<file path="src/rtl/bcd_pkg.sv">
// Shared definitions for the binary-to-BCD converter: FSM encoding and
// default operand/digit sizes.
package bcd_pkg;

  localparam int N_BITS_DEF   = 8;
  localparam int N_DIGITS_DEF = 3;

  typedef enum logic [1:0] {
    IDLE  = 2'd0,
    SHIFT = 2'd1,
    DONE  = 2'd2
  } bcd_state_t;

endpackage

</file>
<file path="src/rtl/bcd_add3.sv">
// Double-dabble digit correction: adds 3 (mod 16) to a BCD digit of 5 or more.
module bcd_add3 (
  input  logic [3:0] d,
  output logic [3:0] q
);

  // +3 correction so the following left shift carries into the next digit
  always_comb begin
    q = d;
    if (d >= 4'd5) begin
      q = d + 4'd3;
    end else begin
      q = d;
    end
  end

endmodule

</file>
<file path="src/rtl/bcd_conv_ctrl.sv">
// Sequential binary-to-BCD converter: one double-dabble step per SHIFT cycle,
// result registered on completion with a one-cycle done pulse.
module bcd_conv_ctrl
  import bcd_pkg::*;
#(
  parameter int N_BITS   = N_BITS_DEF,
  parameter int N_DIGITS = N_DIGITS_DEF
) (
  input  logic                    clk,
  input  logic                    rst_n,
  input  logic                    start,
  input  logic [N_BITS-1:0]       bin_in,
  output logic                    busy,
  output logic                    done,
  output logic [4*N_DIGITS-1:0]   bcd_out
);

  localparam int CW = $clog2(N_BITS + 1);
  localparam int DW = 4 * N_DIGITS;
  localparam logic [CW-1:0] CNT_LOAD = CW'(N_BITS);
  localparam logic [CW-1:0] CNT_ONE  = CW'(1);

  bcd_state_t        state_r, state_s;
  logic [CW-1:0]     cnt_r, cnt_s;
  logic [N_BITS-1:0] op_r, op_s;
  logic [DW-1:0]     dig_r, dig_s;
  logic [DW-1:0]     bcd_r, bcd_s;
  logic              busy_r, busy_s;
  logic              done_r, done_s;
  logic [DW-1:0]     dig_add_s;
  logic [DW-1:0]     dig_shift_s;

  for (genvar g = 0; g < N_DIGITS; g++) begin : g_add3
    bcd_add3 u_add3 (
      .d (dig_r[4*g +: 4]),
      .q (dig_add_s[4*g +: 4])
    );
  end

  // The operand MSB shifts into the corrected digit chain
  assign dig_shift_s = {dig_add_s[DW-2:0], op_r[N_BITS-1]};

  // Next-state, datapath and registered-output decode
  always_comb begin
    state_s = state_r;
    cnt_s   = cnt_r;
    op_s    = op_r;
    dig_s   = dig_r;
    bcd_s   = bcd_r;
    case (state_r)
      IDLE, DONE: begin
        if (start) begin
          state_s = SHIFT;
          op_s    = bin_in;
          dig_s   = {DW{1'b0}};
          cnt_s   = CNT_LOAD;
        end else begin
          state_s = IDLE;
        end
      end
      SHIFT: begin
        dig_s = dig_shift_s;
        op_s  = op_r << 1;
        cnt_s = cnt_r - CNT_ONE;
        if (cnt_r == CNT_ONE) begin
          state_s = DONE;
          bcd_s   = dig_shift_s;
        end else begin
          state_s = SHIFT;
        end
      end
      default: begin
        state_s = IDLE;
      end
    endcase
    busy_s = (state_s == SHIFT);
    done_s = (state_s == DONE);
  end

  // State, datapath and output registers
  always_ff @(posedge clk or negedge rst_n) begin
    if (!rst_n) begin
      state_r <= IDLE;
      cnt_r   <= {CW{1'b0}};
      op_r    <= {N_BITS{1'b0}};
      dig_r   <= {DW{1'b0}};
      bcd_r   <= {DW{1'b0}};
      busy_r  <= 1'b0;
      done_r  <= 1'b0;
    end else begin
      state_r <= state_s;
      cnt_r   <= cnt_s;
      op_r    <= op_s;
      dig_r   <= dig_s;
      bcd_r   <= bcd_s;
      busy_r  <= busy_s;
      done_r  <= done_s;
    end
  end

  assign busy    = busy_r;
  assign done    = done_r;
  assign bcd_out = bcd_r;

endmodule

</file>
<file path="config.mk">
export PLATFORM = sky130hd
export DESIGN_NAME = bcd_conv_ctrl
export DESIGN_NICKNAME = d
export VERILOG_FILES = /design/src/rtl/bcd_pkg.sv /design/src/rtl/bcd_add3.sv /design/src/rtl/bcd_conv_ctrl.sv
export SDC_FILE = /design/constraint.sdc
export NUM_CORES = 1
export LEC_CHECK = 0
export CORE_MARGIN = 2
export CORE_UTILIZATION = 59
export CTS_BUF_LIST = sky130_fd_sc_hd__clkbuf_4
export DETAILED_ROUTE_END_ITERATION = 12
export DONT_BUFFER_PORTS = 1
export GPL_TIMING_DRIVEN = 1
export PLACE_DENSITY = 0.76
export SLEW_MARGIN = 20
export SYNTH_ARGS = -nofsm -noshare
export SYNTH_HDL_FRONTEND = slang
export SYNTH_SLANG_ARGS = --single-unit
</file>
<file path="constraint.sdc">
create_clock -name clk -period 1.58 [get_ports clk]
set_clock_uncertainty 0.05 [all_clocks]
set_input_delay 0.158 -clock clk [delete_from_list [all_inputs] [get_ports clk]]
set_output_delay 0.158 -clock clk [all_outputs]
set_load 0.01 [all_outputs]
</file>
==> metrics.txt, run 1 <==
status=complete, no violations; CTS Buf Count=5; initial antenna violation count=0; DRC=0; Routed Antenna Nets=0; Worst setup EP type=register; setup ws final=a little over 0.08 ns; Leak=about 1.0 nW; Gate Count Post-Synth=about 170; max_slew headroom=0.667; Synth async-reset ratio=1.00; worst-case clock buffer depth=2; CTS clk-pin slew, worst paths=roughly 0.11 ns; Yosys top cell by area=dfrtp_1; most frequent cell after synthesis=dfrtp_1; grt total ovfl=0; Die Area=0.00365 mm2; Area Overhead vs Synth=17.8%; pwr/cell area=2060 mW/mm2; Mapped Area=0.00188 mm2; Tcrit/Tclk final=0.948; clk sinks=40; storage element area=~0.001 mm2; wire length of the first global-routing pass=approximately 5900 um; yosys warns=0; WL/cell=approximately 15 um; starting density of the core=0.620; Hold Vio Cnt, Final=0; port bufs=0; vias in the first global route=1311; die height=60.4 um; switching share of power=0.406; I/O Pins=25; Tightest Pin Transition=0.499 ns; Synth Flop Type=dfrtp_1; Yosys top cell area share=0.533; Slew Viols, Final=0; Vias per Instance=about 5.5; Int Power=between 2 and 3 mW; reg2reg start=dig_r[0]; core area=between 0.003 and 0.004 mm2; fin area=~0.0022 mm2; sequential area share after synthesis=0.533; Core Rows=20; vias after detailed routing=between 1000 and 1500; Max Fanout on Critical Path=4; Post-Syn Nets=just under 200; WS Path Type=reg -> reg; Worst Hold Class=in -> async; clock root cell=clkbuf_4; TritonCTS clock tree=yes; Final min period=roughly 1.5 ns; Gate power share=0.460; Flop pwr share=0.429; insertion delay to the later sink of the worst-skew pair=~0.33 ns; FF-to-FF End=bcd_out[2]; most frequent cells after synthesis=40 x dfrtp_1, 32 x nand2_1, 19 x o21ai_0; Die X=roughly 60 um; Worst Setup SP=dig_r[0]; layout cells sized above 1=0.236; peak supply drop=between 1000 and 1500 uV; switching power=about 1.9 mW; htree depth=2; Clock power frac=0.112; Worst setup SP type=register; ranking of synthesized cells by area=dfrtp_1 53%, nand2_1 6.4%, ha_1 5.3%, o21ai_0 5.1%, mux2_4 4.0%; initial drt markers=70; Fmax=approximately 0.67 GHz; Critical Path AT=between 1.5 and 2 ns; fillcell total=roughly 210; final net count=between 200 and 250; ant diodes=0; final setup violating endpoints=0; worst reg-to-reg path cell count=6; Yosys reg bits=40; EDFF count, synth=0; r2r setup slk=0.08 ns; pre-CTS setup slack=-0.103 ns; area occupied by multi-input gates=around 840 um2; Unique masters post-synth=30; max cap viols=0; post-synthesis average cell area=10.8 um2; total wire length=3710 um; pin count of the biggest net entering global routing=slightly above 40; GRT Total Usage=0.222; Critical Path RT=approximately 1.8 ns; GPL Wtd Cong=0.725; 1st-pass router iterations=4; Placed Area=0.00194 mm2; HPWL after DPL=2420 um
==> cell type report <==
type / count / share of cell area
flip-flops and latches: 40 / 0.453
multi-input cells: 117 / 0.379
repair buffers: 24 / 0.0985
well taps: 44 / 0.0249
clock buffers: 7 / 0.0238
inverters: 10 / 0.0192
clock inverters: 1 / 0.00170
==> routing by layer <==
layer,vias up,global-route usage,share of wire
li1,648,-,-
met1,655,0.277,0.42
met2,25,0.388,0.53
met3,2,0.0426,0.041
met4,0,0.0762,0.0040
met5,-,0,0
==> power groups by stage <==
stage	registers, mW	logic (mW)	clock network [mW]
floorplan	1.85	1.45	0
global placement	1.92	1.66	0
detailed placement	1.96	1.78	0
CTS	1.93	1.92	0.522
global route	2.02	2.35	0.566
finish	1.96	2.10	0.509
==> through the flow <==
stage	util	hold WS (ns)	total power, mW	setup TNS, ns	std cells
2_1_floorplan	-	-0.188	3.30	0	174
3_3_place_gp	0.641	-0.186	3.59	0	218
3_5_place_dp	0.641	-0.186	3.74	-0.236	218
4_1_cts	0.707	0.227	4.37	0	239
5_1_grt	0.730	0.234	4.94	-0.00994	243
6_report	0.730	0.226	4.56	0	243
==> registers in the layout, indices dropped and copies added (netlist names) <==
name / count
bcd_out: 12
dig_r: 12
op_r: 8
cnt_r: 4
state_r: 2
busy: 1
done: 1
==> critical path: stages (launching register included) <==
cell and delay, ns:
dfrtp_1 0.44, inv_2 0.09, ha_2 0.21, nand2b_4 0.07
a21oi_4 0.15, mux2i_2 0.26, mux2_4 0.18
==> cells in the final DEF (no fill, tap or decap), types with 2 or more instances in the layout <==
cell type      netlist  layout
nand2_1             32      32
buf_4                4      13
ha_2                 0       3
nor3b_1              5       5
nand2b_1             3       3
o21ai_0             19      18
a22o_1               6       6
dfrtp_1             40      39
inv_2                0       4
nor3_1               4       4
inv_1                9       5
nand2b_4             0       2
a22oi_1              7       7
nand3_1              4       4
a21oi_4              1       2
clkbuf_4             0       7
xnor2_1              3       3
mux2_4               5       5
ha_1                 8       5
dlygate4sd3_1        0      10
a21oi_1              5       5
mux2i_2              0       2
==> kinds of logic (layout without fill, tap and decap cells) <==
group,count (synthesis),after routing,share of synthesized area
XOR/XNOR,3,3,0.0140
adder cells (fa/ha/maj),8,8,0.0533
flip-flops,40,40,0.533
AND/OR/NAND/NOR,55,55,0.149
buffers and inverters,17,42,0.0440
AO/OA/AOI/OAI,43,43,0.151
multiplexers,8,8,0.0560
==> worst max path at each step <==
stage                             to
after CTS                 bcd_out[6]
after global routing      bcd_out[2]
after detailed placement    dig_r[7]
after global placement      dig_r[3]
after floorplan           bcd_out[2]
final                     bcd_out[2]
==> timing repair <==
item	CTS	global route
endpoints found under the setup margin	9	11
hold buffers	11	0
pin swaps	0	5
resized for setup	3	16
setup buffers	2	4
endpoints found under the hold margin	50	0
(Power assumes the default switching activity.)
==> run 2, diff against run 1 <==
- CORE_ASPECT_RATIO: not set -> 1.2
- GPL_ROUTABILITY_DRIVEN: not set -> 0
==> metrics.txt, run 2 (synthesized netlist as in run 1, its figures left out) <==
status=complete, no violations; FF-to-FF End=bcd_out[6]; WS Path Type=reg -> reg; Core Rows=22; peak supply drop=~1600 uV; Final min period=1.55 ns; ant diodes=0; wire length of the first global-routing pass=between 6000 and 7000 um; final net count=221; commonest non-fill, non-tap cell in the layout=dfrtp_1; Vias per Instance=a little under 6; Hold Vio Cnt, Final=0; Worst setup SP type=register; Slowest-stage cell, CP=dfrtp_1; Worst Hold Class=in -> async; port bufs=0; Routed Antenna Nets=0; grt total ovfl=0; htree depth=2; unrepaired setup endpoints after global routing=true; WL/cell=roughly 16 um; vias in the first global route=about 1400; CTS Buf Count=5; Fmax=~0.65 GHz; placed insts=210; DRC=0; Area Overhead vs Synth=20.1%; Post-Layout Cell Count=roughly 240; initial drt markers=41; CTS clk-pin slew, worst paths=approximately 0.11 ns; initial antenna violation count=0; Leak=roughly 1.0 nW; area occupied by multi-input gates=871 um2; max cap viols=0; clock root cell=clkbuf_4; Tightest Pin Transition=between 0.5 and 0.6 ns; commonest non-fill, non-tap cells in the layout=39 x dfrtp_1, 32 x nand2_1, 19 x o21ai_0; CP Buf/Inv Count=0; Tcrit/Tclk final=0.979; Slew Viols, Final=0; Critical Path RT=1.82 ns; HPWL after DPL=2440 um; 1st-pass router iterations=4; worst reg-to-reg path cell count=5; starting density of the core=0.614; final setup violating endpoints=0; Crit path max-delay family=multiplexers; clk sinks=40; max_slew headroom=0.655; Pwr Total=between 4 and 5 mW; core area=a little over 0.003 mm2; worst-case clock buffer depth=2; Max Fanout on Critical Path=4; TritonCTS clock tree=yes; Die X=~55 um; fillcell total=a little under 200; storage element area=between 0.001 and 0.0015 mm2; pwr/cell area=2080 mW/mm2; total wire length=3900 um; Worst Setup SP=dig_r[4]; GRT Total Usage=0.239; I/O Pins=25; CP max stage delay=~0.44 ns; insertion delay to the later sink of the worst-skew pair=0.35 ns; Die Area=0.00365 mm2; r2r setup slk=approximately 0.034 ns; Critical Path AT=between 1.5 and 2 ns; pin count of the biggest net entering global routing=slightly above 40; vias after detailed routing=approximately 1400; reg2reg start=dig_r[4]; layout cells sized above 1=0.267; crit-path cells=ha_2 > nand2b_2 > a21oi_4 > mux2i_2 > mux2_4; Worst setup EP type=register; die height=65.8 um
## run 2: how the worst max path moves through the flow
stage,endpoint,slack [ns],cells past startpoint
2_1_floorplan,bcd_out[2],0.11,6
3_3_place_gp,bcd_out[9],0.04,6
3_5_place_dp,bcd_out[5],-0.04,6
4_1_cts,bcd_out[5],0.006,6
5_1_grt,bcd_out[5],-0.04,6
6_report,bcd_out[6],0.03,5
## run 2: area by class of cell
type / instances / area share
Tap cell: 36 / 0.0200
Timing Repair Buffer: 28 / 0.110
Clock inverter: 2 / 0.00333
Sequential cell: 40 / 0.445
Multi-Input combinational cell: 117 / 0.386
Inverter: 10 / 0.0189
Clock buffer: 5 / 0.0167
## run 2: routing by layer
metal	vias up	wire, um	track usage
met3	9	128	0.0705
met4	0	97	0.125
met1	691	1640	0.263
li1	654	-	-
met2	36	2040	0.417
met5	-	0	0
## run 2: power by group
group	leakage [nW]	internal [mW]	switching, mW
sequential	0.504	1.48	0.487
clock	0.0261	0.155	0.312
combinational	0.510	1.12	1.12
## run 2: through the flow
step	setup WS, ns	hold WS (ns)	setup TNS [ns]	instance area, um2	util
after CTS	0.00596	0.227	0	2140	0.699
after floorplan	0.107	-0.188	0	1880	-
after global placement	0.0360	-0.187	0	1930	0.632
after detailed placement	-0.0355	-0.187	-0.156	1930	0.632
final	0.0338	0.227	0	2250	0.738
after global routing	-0.0408	0.218	-0.115	2250	0.738
## run 2: worst register-to-register path, cell delays in order (launching register included)
cell	delay [ns]
dfrtp_1	0.44
ha_2	0.19
nand2b_2	0.19
a21oi_4	0.17
mux2i_2	0.27
mux2_4	0.18
## run 2: timing repair
action	CTS	global route
pin swaps	1	7
gates resized for setup	4	18
setup buffers	3	7
hold endpoints to repair	50	0
hold buffers	11	0
endpoints found under the setup margin	10	12
==> run 3, diff against run 2 <==
- GPL_ROUTABILITY_DRIVEN: 0 -> not set
==> results of run 3 <==
The final DEF is identical to that of run 2; final timing and power are the same.
